[src/rtl/but_multiplier_seq_if.sv]
// Valid/ready operand and product streams for the sequential Booth multiplier.
// BOOTH_UNSIGNED_EN adds the in_signed operand-mode bit.
interface but_multiplier_seq_if #(
  parameter int M_SIZE   = 4,
  parameter int R_SIZE   = 4,
  parameter int RES_SIZE = M_SIZE + R_SIZE
);
  logic                in_valid;
  logic                in_ready;
  logic [M_SIZE-1:0]   in_m;
  logic [R_SIZE-1:0]   in_r;
`ifdef BOOTH_UNSIGNED_EN
  logic                in_signed;
`endif
  logic                out_valid;
  logic                out_ready;
  logic [RES_SIZE-1:0] out_res;

  modport slave (
`ifdef BOOTH_UNSIGNED_EN
    input  in_signed,
`endif
    input  in_valid, in_m, in_r, out_ready,
    output in_ready, out_valid, out_res
  );

  modport master (
`ifdef BOOTH_UNSIGNED_EN
    output in_signed,
`endif
    output in_valid, in_m, in_r, out_ready,
    input  in_ready, out_valid, out_res
  );
endinterface

[src/rtl/but_multiplier_seq.sv]
// Sequential radix-2 Booth multiplier, one recode/add/shift step per clock.
// BOOTH_UNSIGNED_EN adds signed/unsigned operand selection (one extra step).
module but_multiplier_seq #(
  parameter int M_SIZE   = 4,
  parameter int R_SIZE   = 4,
  parameter int RES_SIZE = M_SIZE + R_SIZE
) (
  input logic               clk,
  input logic               rst,
  but_multiplier_seq_if.slave bus
);
`ifdef BOOTH_UNSIGNED_EN
  localparam int RXW = R_SIZE + 1;
`else
  localparam int RXW = R_SIZE;
`endif
  localparam int MXW = M_SIZE + 1;
  localparam int PW  = MXW + RXW + 1;
  localparam int N   = RXW;
  localparam int CW  = $clog2(N) + 1;

  typedef enum logic [1:0] {IDLE, BUSY, DONE} state_t;

  state_t              state, state_nx;
  logic                accept, last, drain;
  logic [CW-1:0]       cnt;
  logic [MXW-1:0]      a, s;
  logic [PW-1:0]       p;
  logic [PW-1:0]       addend;
  logic signed [PW-1:0] sum, p_next;
  logic [MXW-1:0]      mx;
  logic [RXW-1:0]      rx;
  logic                out_valid;
  logic [RES_SIZE-1:0] out_res;

  // Extra top bit of Mx keeps -Mx representable for the most negative input.
`ifdef BOOTH_UNSIGNED_EN
  assign mx = {bus.in_signed & bus.in_m[M_SIZE-1], bus.in_m};
  assign rx = {bus.in_signed & bus.in_r[R_SIZE-1], bus.in_r};
`else
  assign mx = {bus.in_m[M_SIZE-1], bus.in_m};
  assign rx = bus.in_r;
`endif

  assign bus.in_ready  = (state == IDLE) & ~rst;
  assign bus.out_valid = out_valid;
  assign bus.out_res   = out_res;

  always_ff @(posedge clk) begin
    if (rst) state <= IDLE;
    else     state <= state_nx;
  end

  always_comb begin
    state_nx = state;
    accept   = 1'b0;
    last     = 1'b0;
    drain    = 1'b0;
    case (state)
      IDLE: if (bus.in_valid) begin
        accept   = 1'b1;
        state_nx = BUSY;
      end
      BUSY: if (cnt == CW'(N - 1)) begin
        last     = 1'b1;
        state_nx = DONE;
      end
      DONE: if (bus.out_ready) begin
        drain    = 1'b1;
        state_nx = IDLE;
      end
      default: state_nx = IDLE;
    endcase
  end

  // Booth recode on the two LSBs, add into the upper field, arithmetic shift.
  always_comb begin
    case (p[1:0])
      2'b01:   addend = {a, {(RXW + 1){1'b0}}};
      2'b10:   addend = {s, {(RXW + 1){1'b0}}};
      default: addend = '0;
    endcase
    sum    = p + addend;
    p_next = sum >>> 1;
  end

  always_ff @(posedge clk) begin
    if (rst) begin
      out_valid <= 1'b0;
      out_res   <= '0;
      cnt       <= '0;
      p         <= '0;
      a         <= '0;
      s         <= '0;
    end else begin
      if (accept) begin
        a   <= mx;
        s   <= -mx;
        p   <= {{MXW{1'b0}}, rx, 1'b0};
        cnt <= '0;
      end
      if (state == BUSY) begin
        p   <= p_next;
        cnt <= cnt + 1'b1;
      end
      if (last) begin
        out_res   <= p_next[RES_SIZE:1];
        out_valid <= 1'b1;
      end
      if (drain) out_valid <= 1'b0;
    end
  end
endmodule

[src/flat_wrapper.sv]
// flat-port wrapper written by rule: the top's interface ports become plain ports
module but_multiplier_seq_flat 
#(
  parameter int M_SIZE   = 4,
  parameter int R_SIZE   = 4,
  parameter int RES_SIZE = M_SIZE + R_SIZE
)
  (clk, rst, bus_in_valid, bus_in_m, bus_in_r, bus_out_ready, bus_in_ready, bus_out_valid, bus_out_res);
  but_multiplier_seq_if #(.M_SIZE(M_SIZE), .R_SIZE(R_SIZE), .RES_SIZE(RES_SIZE)) bus_i ();
  input logic clk;
  input logic rst;
  input wire logic [$bits(bus_i.in_valid)-1:0] bus_in_valid;
  input wire logic [$bits(bus_i.in_m)-1:0] bus_in_m;
  input wire logic [$bits(bus_i.in_r)-1:0] bus_in_r;
  input wire logic [$bits(bus_i.out_ready)-1:0] bus_out_ready;
  output wire logic [$bits(bus_i.in_ready)-1:0] bus_in_ready;
  output wire logic [$bits(bus_i.out_valid)-1:0] bus_out_valid;
  output wire logic [$bits(bus_i.out_res)-1:0] bus_out_res;
  assign bus_i.in_valid = bus_in_valid;
  assign bus_i.in_m = bus_in_m;
  assign bus_i.in_r = bus_in_r;
  assign bus_i.out_ready = bus_out_ready;
  assign bus_in_ready = bus_i.in_ready;
  assign bus_out_valid = bus_i.out_valid;
  assign bus_out_res = bus_i.out_res;
  but_multiplier_seq #(.M_SIZE(M_SIZE), .R_SIZE(R_SIZE), .RES_SIZE(RES_SIZE)) u_core (.clk(clk), .rst(rst), .bus(bus_i));
endmodule
[config.mk]
export PLATFORM = sky130hd
export DESIGN_NAME = but_multiplier_seq_flat
export DESIGN_NICKNAME = d
export VERILOG_FILES = /design/src/rtl/but_multiplier_seq_if.sv /design/src/rtl/but_multiplier_seq.sv /design/src/flat_wrapper.sv
export SDC_FILE = /design/constraint.sdc
export NUM_CORES = 1
export LEC_CHECK = 0
export BUFFER_PORTS_ARGS = -buffer_cell sky130_fd_sc_hd__buf_2
export CAP_MARGIN = 25
export CORE_UTILIZATION = 30
export DETAILED_ROUTE_END_ITERATION = 8
export GPL_ROUTABILITY_DRIVEN = 0
export GPL_TIMING_DRIVEN = 0
export PLACE_DENSITY_LB_ADDON = 0.08
export SYNTH_ARGS = -nofsm -noshare
export SYNTH_HDL_FRONTEND = slang
export SYNTH_SLANG_ARGS = --single-unit
[constraint.sdc]
create_clock -name clk -period 2.23 [get_ports clk]
set_clock_uncertainty 0.1 [all_clocks]
set_input_delay 0.1115 -clock clk [delete_from_list [all_inputs] [get_ports clk]]
set_output_delay 0.1115 -clock clk [all_outputs]
set_load 0.05 [all_outputs]
* Word-level counts from Yosys, hierarchy flattened
Index checks and enable logic that the tools add are counted.
Storage, ports and cells: flip-flop bits (word level) 33, input port bits 12, logic and storage cells 39
Operators by class: add/sub/neg operators 3, equal/unequal tests 8, muxes and demuxes 15, bitwise gates (word level) 2, reduce and logical (&&, ||, !) cells 4
Operator list (count):
- 2-to-1 mux 10 bit | 2
- one-hot mux 10 bit (2 select lines) | 1
- adder 10 bit | 1
- 2-to-1 mux 1 bit | 6
- 2-to-1 mux 2 bit | 3
- 2-to-1 mux 3 bit | 2
- one-hot mux 2 bit (3 select lines) | 1
- negation 5 bit | 1
- equality test 2 x 1 -> 1 bit (second input constant) | 2
- equality test 2 bit (second input constant) | 2
- != test 2 bit (second input constant) | 2
- adder 3 x 1 -> 3 bit (second input constant) | 1
- equality test 3 x 2 -> 1 bit (second input constant) | 1
- AND reduction 3 bit | 1
- zero test 2 bit | 1
- != test 2 x 1 -> 1 bit (second input constant) | 1
- nonzero test 2 bit | 1
- OR reduction 2 bit | 1
- AND 1 bit | 1
- inverter 1 bit | 1

* Longest topological paths before layout
Gate-level depths: netlist (run 1).
depth in word-level cells 4, gate-level depth with buffers 11, mapped depth without buffers 11

* Worst setup path after synthesis (run 1)
No wires, ideal clock.
path type register to register, start reg u_core.p[0], end reg u_core.out_res[7] (netlist: u_core.bus.out_res[7]), arrival time 2103 ps, slack -47 ps, stages on the path, launching flop included 11, path buffers 0, path through dfxtp_1 inv_1 ha_1 nor3b_1 ha_1 inv_1 fa_1 nor2b_1 o21a_1 o211ai_1 a31oi_1
On the way: cells in the longest elaborated chain, start to end 3, elaborated cells between the ends (all ways) 4, those cells by class 1 x add/sub; 2 x eq/ne; 1 x mux
RTL lines:
- start: declaration | RTL line but_multiplier_seq.sv:28 | logic [PW-1:0] p;
- start signal: assignment | RTL line but_multiplier_seq.sv:99 | p <= {{MXW{1'b0}}, rx, 1'b0};
- start signal: assignment | RTL line but_multiplier_seq.sv:103 | p <= p_next;
- equality test 2 bit / equality test 2 x 1 -> 1 bit (equally long branches) | RTL line but_multiplier_seq.sv:78 | case (p[1:0])
- one-hot mux 10 bit (2 select lines) | RTL line but_multiplier_seq.sv:78
- adder 10 bit * | RTL line but_multiplier_seq.sv:83 | sum = p + addend;
- end signal: assignment | RTL line but_multiplier_seq.sv:107 | out_res <= p_next[RES_SIZE:1];
- end: declaration | RTL line but_multiplier_seq.sv:34 | logic [RES_SIZE-1:0] out_res;
Every way passes the cells marked *; elsewhere a longest branch is shown, timed or not. A chain may end at the register's enable or synchronous reset.

* Worst setup path after layout (run 1)
Ends and elaborated chain as after synthesis.

==> flow_metrics.tcl, run 1 <==
set metrics [dict create \
    status "finished, violations left" \
    violations "setup timing" \
    endpoint_kind "flop" \
    synth-seq-area-share_pct 41.5 \
    yosysUniqueCellTypes 35 \
    dp_cells 271 \
    vias 1350 \
    synth_area_per_cell_um2 8.13 \
    hold_start "bus_out_ready" \
    cp_max_fo 4 \
    clkSinkCount 31 \
    critical_path_arrival_ns 2.34 \
    min_period_ns 2.23 \
    ys_top_cells_by_area "dfxtp_1 (41%), a21oi_1 (8.4%), nand2_1 (8.3%), ha_1 (7.5%), nor2_1 (4.3%)" \
    rsz0062_at_grt "true" \
    final_util_pct 39.8 \
    totalWireLength_um 3760 \
    fp-row-count 25 \
    synth_top_area_share_pct 41.5 \
    power_leakage_nw 0.766 \
    synthArstFlopShare_pct 0 \
    n_antenna_cell 0 \
    core_area_mm2 0.00475 \
    postRouteAntennaNets 0 \
    io_pins 22 \
    multi_input_area_um2 855 \
    numCtsBuffers 5 \
    track_usage_pct 15.9 \
    portBuffers 20 \
    grt_pass1_wl_um 6230 \
    r2r_slack_ns -0.003 \
    hold_path_class "primary input to flop" \
    root_buffer "clkbuf_8" \
    regArea_um2 626 \
    cts_htree_levels 2 \
    dieArea_mm2 0.00527 \
    cts_tree "yes" \
    nNetsFinal 240 \
    viasPerCell 4.72 \
    relSlewSlack_pct 61.5 \
    clk-insertion-delay-late_ns 0.28 \
    yosysWarningCount 0 \
    first_pass_iters 4 \
    synth_fp_nets 206 \
    dpl.hpwl_um 2670 \
    critical_path.endpoint "u_core.bus.out_res[7]" \
    synth_top_area_cell "dfxtp_1" \
    drive_gt1_share_pct 24.2 \
    area_growth_pct 26.4 \
    r2r-end "u_core.bus.out_res[7]" \
    clockBufferDepth 2 \
    drtIter0Drc 37 \
    maxSlewViolCount 0 \
    tightest_slew_ns 0.577 \
    grt_max_degree 11 \
    grt.overflow.total 0 \
    hold_violations 0 \
    setup_viol 1 \
    final_cells 286 \
    p_per_area_mw_per_mm2 605 \
    synthFlopType "dfxtp_1" \
    fin_crit_sh_pct 100 \
    drc 0 \
    fmax_mhz 448 \
    r2r_cells 10 \
    grt_pass1_vias 1293 \
    place_area_mm2 0.00170 \
    die_w_um 72.6 \
    timing.rr.start "u_core.p[0]" \
    die_h_um 72.6 \
    synth.ff_latch_count 31 \
    antenna_found_initial 0 \
    finalPower_mw 1.14 \
    crit_start "u_core.p[0]" \
    start_kind "flop" \
    worstPathRequired_ns 2.34 \
    synthCells 184 \
    n_fill_cell 510 \
    synth-edff-count 0 \
    clkTransAtPathRegs_ns 0.07 \
    initial_core_util_pct 31.5 \
    synthesis.area_mm2 0.00150 \
    fin_area_mm2 0.00189 \
    wl_per_cell_um 13.2 \
    dp_slack_ns -0.180 \
    ir_drop_mv 0.347 \
    maxCapViolations 0 \
    crit_type "flop to flop" \
    fin_ws_ns -0.00274 \
]
==> metal layers <==
| metal | vias up | GRT usage, % | routed length [µm] |
|---|---|---|---|
| met4 | 0 | 5.23 | 54 |
| met2 | 20 | 25.3 | 1760 |
| met1 | 624 | 20.9 | 1850 |
| met3 | 6 | 4.28 | 108 |
| met5 | - | 0 | 0 |
| li1 | 700 | - | - |
==> through the flow <==
step / hold WS [ns] / TNS [ns]
after floorplan: 0.147 / 0
after global placement: 0.281 / -0.292
after detailed placement: 0.288 / -0.371
after CTS: 0.00443 / 0
after global routing: 0.0118 / -0.273
final: 0.0115 / -0.00274
==> synth_stat cells, drive strengths merged (2+ instances only) <==
cell     n
a21oi   25
a22oi    8
a31oi    3
buf      6
clkbuf   5
dfxtp   31
ha       9
inv      8
nand2   33
nand2b   3
nand3    4
nand4b   2
nor2    17
nor2b    3
nor3     3
nor3b    2
o21ai    2
xnor2    3
==> how the worst min path moves through the flow <==
stage / end / cells after the start
detailed placement: u_core.a[1] / 3
floorplan: u_core.s[0] / 2
CTS: u_core.a[3] / 3
finish: u_core.state[1] / 4
global placement: u_core.a[1] / 3
global route: u_core.state[1] / 4
==> cells by family (layout without fill, tap and decap cells) <==
family                   after synthesis  after routing  share of synthesized area, %
AND/OR/NAND/NOR                       72             72                          22.2
AO/OA/AOI/OAI                         48             48                          19.8
flip-flops                            31             31                          41.5
buffers and inverters                 19             54                          5.27
adder cells (fa/ha/maj)               10             10                          8.86
XOR/XNOR                               4              4                          2.34
==> state kept, by name, summed over array words and instances (netlist names) <==
name	flops
u_core.cnt	3
u_core.a	3
u_core.state	2
u_core.bus.out_res	8
u_core.p	9
u_core.s	5
u_core.bus.out_valid	1
==> cells in the final DEF (no fill, tap or decap), types with 4 or more instances in the layout <==
cell,instances
a22oi_1,8
buf_2,26
buf_4,5
nand2_1,33
clkbuf_8,5
ha_1,6
a21oi_1,24
nor2_1,16
dfxtp_1,29
nand3_1,4
inv_1,5
clkbuf_1,7
==> power by group <==
group          internal, mW  leakage, nW  switching, mW
registers             0.572        0.253         0.0131
logic                0.0521        0.471         0.0800
clock network         0.219       0.0422          0.208
==> layout make-up <==
type,instances,share of cell area (%)
buffer,11,2.58
clock buffer,7,4.03
clock inverter,1,0.265
inverter,8,1.59
multi-input combinational,134,45.2
sequential,31,33.1
tap,67,4.43
timing repair buffer,27,8.86
==> what timing repair did <==
action,CTS,global route
pin swaps,6,9
setup buffers,2,4
hold endpoints to repair,1,0
hold buffers,1,0
setup endpoints to repair,7,7
gates resized for setup,7,8
==> worst max-delay path, stage by stage (launching register included) <==
cell and delay, ns:
dfxtp_2 0.36, inv_2 0.05, ha_4 0.23, nor3b_4 0.19, ha_2 0.21, inv_2 0.04, fa_2 0.33, nor2b_1 0.12
o21a_1 0.22, o211ai_1 0.13, a31oi_1 0.19
Power figures use the tool's default switching activity.
==> inputs of run 2 (changes only) <==
Settings changed: BUFFER_PORTS_ARGS -buffer_cell sky130_fd_sc_hd__buf_2 to -buffer_cell sky130_fd_sc_hd__clkbuf_2, SETUP_SLACK_MARGIN set to 0.2.
==> run 2 against run 1 <==
Net effect:
- the flow now finishes without violations
- register-to-register slack improved by 0.04 ns
- design area increased by 7.0%
- first-iteration DRC count increased by 89%
- worst hold slack got worse by 0.0011 ns
- combinational power increased by 8%
- global-route usage increased by 0.33 points
==> flow_metrics.tcl, run 2 (same netlist as run 1, synthesis figures left out) <==
set metrics [dict create \
    crit_buf_inv 2 \
    grt_pass1_wl_um 6330 \
    area_growth_pct 35.3 \
    viasPerCell 4.72 \
    drtIter0Drc 70 \
    clkSinkCount 31 \
    dieArea_mm2 0.00527 \
    fin_crit_sh_pct 98.5 \
    fin_ws_ns 0.0336 \
    portBuffers 20 \
    r2r_slack_ns 0.03 \
    regArea_um2 628 \
    layout_commonest_cell "nand2_1" \
    worstPathRequired_ns 2.34 \
    fin_hold_ws_ns 0.0104 \
    tightest_slew_ns 0.558 \
    largest_reg_flops 9 \
    die_w_um 72.6 \
    worstHoldEndpoint "u_core.state[0]" \
    r2r-end "u_core.bus.out_res[7]" \
    timing.rr.start "u_core.p[0]" \
    drc 0 \
    core_area_mm2 0.00475 \
    maxCapViolations 0 \
    maxSlewViolCount 0 \
    clkTransAtPathRegs_ns 0.07 \
    crit_top_cell "inv_2" \
    crit_path_cell_trace "inv_2 -> ha_4 -> nor3b_2 -> ha_2 -> inv_2 -> fa_2 -> nor2b_1 -> o21a_1 -> o211ai_1 -> a31oi_1" \
    antenna_found_initial 0 \
    totalWireLength_um 3830 \
    setup_viol 0 \
    power_leakage_nw 0.794 \
    hold_violations 0 \
    clockBufferDepth 2 \
    start_kind "flop" \
    wl_per_cell_um 13.1 \
    cp_max_fo 4 \
    largestRegisters "u_core.p (9), u_core.bus.out_res (8), u_core.s (5)" \
    drive_gt1_share_pct 29.2 \
    p_per_area_mw_per_mm2 640 \
    layout_common_cells "nand2_1 (33), dfxtp_1 (29), a21oi_1 (22)" \
    crit_family "adder cells" \
    ir_drop_mv 0.335 \
    cts_htree_levels 2 \
    fp-row-count 25 \
    multi_input_area_um2 891 \
    final_util_pct 42.6 \
    fmax_mhz 455 \
    first_pass_iters 4 \
    critical_path_arrival_ns 2.31 \
    dp_slack_ns -0.00127 \
    track_usage_pct 16.3 \
    grt_pass1_vias 1391 \
    numCtsBuffers 5 \
    status "finished, final reports clean" \
    vias 1382 \
    rsz0062_at_grt "true" \
    hold_path_class "primary input to flop" \
    postRouteAntennaNets 0 \
    cp_slowest_stage_delay_ns 0.37 \
    n_antenna_cell 0 \
    grt_max_degree 11 \
    root_buffer "clkbuf_8" \
    min_path_cells 3 \
    cts_tree "yes" \
    clk-insertion-delay-late_ns 0.29 \
    hold_start "bus_in_valid" \
    cp_slowest_cell "dfxtp_4" \
    r2r_cells 10 \
    dpl.hpwl_um 2760 \
    relSlewSlack_pct 62.8 \
    io_pins 22 \
    nNetsFinal 247 \
    crit_type "flop to flop" \
    die_h_um 72.6 \
    initial_core_util_pct 31.5 \
    grt.overflow.total 0 \
    min_period_ns 2.20 \
    endpoint_kind "flop" \
    n_fill_cell 504 \
    largest-register "u_core.p" \
]
[run 2: worst max path at each step]
stage | endpoint | depth (start not counted) | startpoint | slack [ns]
final | u_core.bus.out_res[7] | 10 | u_core.p[0] | 0.03
after global routing | u_core.bus.out_res[7] | 10 | u_core.p[0] | -0.1
after CTS | u_core.bus.out_res[7] | 11 | u_core.p[1] | 0.05
after detailed placement | u_core.p[7] | 9 | u_core.p[0] | -0.001
after global placement | u_core.bus.out_res[7] | 11 | u_core.p[1] | 0.04
after floorplan | u_core.bus.out_res[7] | 10 | u_core.p[0] | 0.20
[run 2: repair_timing]
item	CTS	global route
endpoints found under the setup margin	5	8
setup buffers	8	1
hold endpoints to repair	5	0
gates cloned	0	0
resized for setup	11	8
hold buffers	5	0
pin swaps	15	14
[run 2: report_power, final]
| part | total (mW) | switching, mW | internal (mW) |
|---|---|---|---|
| logic | 0.142 | 0.0833 | 0.0590 |
| clock network | 0.570 | 0.209 | 0.361 |
| registers | 0.584 | 0.0130 | 0.571 |
[run 2: worst reg2reg max path: cells and delay by family, from the launching register on]
| family | cells | cell delay (ns) |
|---|---|---|
| fa+ha+maj | 3 | 0.78 |
| compound gates | 3 | 0.48 |
| flops | 1 | 0.37 |
| simple gates | 2 | 0.33 |
| buf+inv | 2 | 0.08 |
[run 2: layer usage]
layer / part of all wire (%) / global-route usage, %
met1: 46 / 19.3
met5: 0 / 0
met3: 4.4 / 4.97
met2: 47 / 27.2
met4: 2.6 / 6.75
[run 2: cell type report]
cell class              count  share of cell area, %
plain buffers              11                   2.41
clock buffers               6                   4.08
clock inverters             2                   1.73
inverters                   8                   1.48
multi-input cells         134                   44.0
flip-flops and latches     31                   31.0
well taps                  67                   4.14
repair buffers             34                   11.1
[run 2: through the flow]
stage	setup TNS (ns)	area (µm²)	power, mW	instances
2_1_floorplan	0	1530	0.679	184
5_1_grt	-0.208	2020	1.35	293
4_1_cts	0	1980	1.31	292
3_5_place_dp	-0.00127	1720	0.721	271
6_report	0	2020	1.30	293
3_3_place_gp	0	1720	0.719	271
==> inputs of run 3 (changes only) <==
Settings changed: CORE_UTILIZATION 30 to 50.
==> run 3 against run 2 <==
Net effect:
- total power decreased by 15%
- routed wire length decreased by 11%
- sequential power about the same
- clock power decreased by 34%
- worst setup slack improved by 0.036 ns
- count of clock-buffer cells in the layout increased by 2
- first-iteration DRC count decreased by 19%
- fmax increased by 1.7%
- non-clock buffer count unchanged
==> flow_metrics.tcl, run 3 (same netlist as run 1, synthesis figures left out) <==
set metrics [dict create \
    rsz0062_at_grt "true" \
    wirelength_met1_um 1560 \
    crit_family "adder cells" \
    cp_max_fo 5 \
    clkSinkCount 31 \
    endpoint_kind "flop" \
    clkTransAtPathRegs_ns 0.09 \
    dp_slack_ns 0.0515 \
    min_period_ns 2.16 \
    place_area_mm2 0.00167 \
    area_growth_pct 28.9 \
    vias 1392 \
    nNetsFinal 247 \
    clk-insertion-delay-late_ns 0.33 \
    io_pins 22 \
    largest_reg_flops 9 \
    portBuffers 20 \
    hold_violations 0 \
    met2_wirelength_um 1680 \
    maxSlewViolCount 0 \
    final_cells 257 \
    clockBufferDepth 2 \
    fin_tns_setup_ns 0 \
    numCtsBuffers 5 \
    antenna_found_initial 0 \
    setup_viol 0 \
    hold_path_class "primary input to flop" \
    track_usage_pct 24.4 \
    p_per_area_mw_per_mm2 570 \
    maxCapViolations 0 \
    totalWireLength_um 3410 \
    largestRegisters "u_core.p (9), u_core.bus.out_res (8), u_core.s (5)" \
    fp-row-count 19 \
    wl_per_cell_um 13.3 \
    root_buffer "clkbuf_4" \
    die_h_um 56.7 \
    drtIter0Drc 57 \
    start_kind "flop" \
    initial_core_util_pct 53.3 \
    crit_path_cell_trace "inv_2 -> ha_4 -> nor2_4 -> nor3b_2 -> ha_2 -> inv_2 -> fa_2 -> nor2b_1 -> o21a_1 -> o211ai_1 -> a31oi_1" \
    fin_hold_ws_ns 0.119 \
    cts_tree "yes" \
    n_antenna_cell 0 \
    grt_max_degree 11 \
    status "finished, final reports clean" \
    cp_slowest_cell "dfxtp_4" \
    final_util_pct 68.8 \
    n_fill_cell 250 \
    cts_htree_levels 2 \
    die_w_um 56.7 \
    cp_slowest_stage_delay_ns 0.37 \
    drive_gt1_share_pct 24.8 \
    core_area_mm2 0.00281 \
    dpl.hpwl_um 2370 \
    tightest_slew_ns 0.553 \
    met3WireLength_um 124 \
    finalPower_mw 1.10 \
    dieArea_mm2 0.00322 \
    worstPathRequired_ns 2.40 \
    grt.overflow.total 0 \
    largest-register "u_core.p" \
    fin_ws_ns 0.0696 \
    fin_crit_sh_pct 96.9 \
    crit_buf_inv 2 \
    relSlewSlack_pct 63.1 \
    r2r_slack_ns 0.07 \
    dp_cells 235 \
    fin_area_mm2 0.00193 \
    grt_pass1_vias 1375 \
    ir_drop_mv 0.427 \
    layout_commonest_cell "nand2_1" \
    first_pass_iters 4 \
    crit_top_cell "inv_2" \
    layout_common_cells "nand2_1 (32), dfxtp_1 (29), a21oi_1 (23)" \
    crit_type "flop to flop" \
    critical_path_arrival_ns 2.33 \
    viasPerCell 5.42 \
    fmax_mhz 463 \
    highest_layer "met4" \
    power_leakage_nw 0.778 \
    postRouteAntennaNets 0 \
    grt_pass1_wl_um 5870 \
    drc 0 \
]
run 3: where the power goes:
part / switching (mW) / internal [mW] / leakage, nW
Clock: 0.190 / 0.185 / 0.0386
Combinational: 0.0803 / 0.0608 / 0.486
Sequential: 0.0124 / 0.570 / 0.254
run 3: path summary, 6_finish.rpt:
kind | from | to | depth (start not counted)
worst max-delay path | u_core.p[1] | u_core.bus.out_res[7] | 11
worst min-delay path | rst | u_core.state[0] | 2
worst max register to register | u_core.p[1] | u_core.bus.out_res[7] | 11
worst min register to register | u_core.bus.out_res[2] | u_core.bus.out_res[2] | 2
run 3: worst register-to-register path: stages, from the launching register on:
cell,delay (ns)
dfxtp_4,0.37
inv_2,0.07
ha_4,0.17
nor2_4,0.04
nor3b_2,0.19
ha_2,0.21
inv_2,0.04
fa_2,0.34
nor2b_1,0.12
o21a_1,0.20
o211ai_1,0.10
a31oi_1,0.17
run 3: layer usage:
| metal | GRT usage (%) | vias to the layer above |
|---|---|---|
| met5 | 0 | - |
| met4 | 8.57 | 0 |
| met3 | 7.60 | 6 |
| met2 | 41.7 | 27 |
| met1 | 28.6 | 644 |
| li1 | - | 715 |
run 3: final cells by class:
cell class,count,area [µm²],area share [%]
clock buffer,8,68.8,3.57
buffer,11,48.8,2.53
timing repair buffer,34,234,12.1
multi-input combinational,134,881,45.7
inverter,8,30.0,1.56
sequential,31,628,32.6
tap,31,38.8,2.01
run 3: what timing repair did:
action	in CTS	in global routing
endpoints found under the hold margin	10	0
endpoints found under the setup margin	7	8
hold buffers	10	0
pin swaps	9	6
gates resized for setup	7	9
buffers inserted	2	2
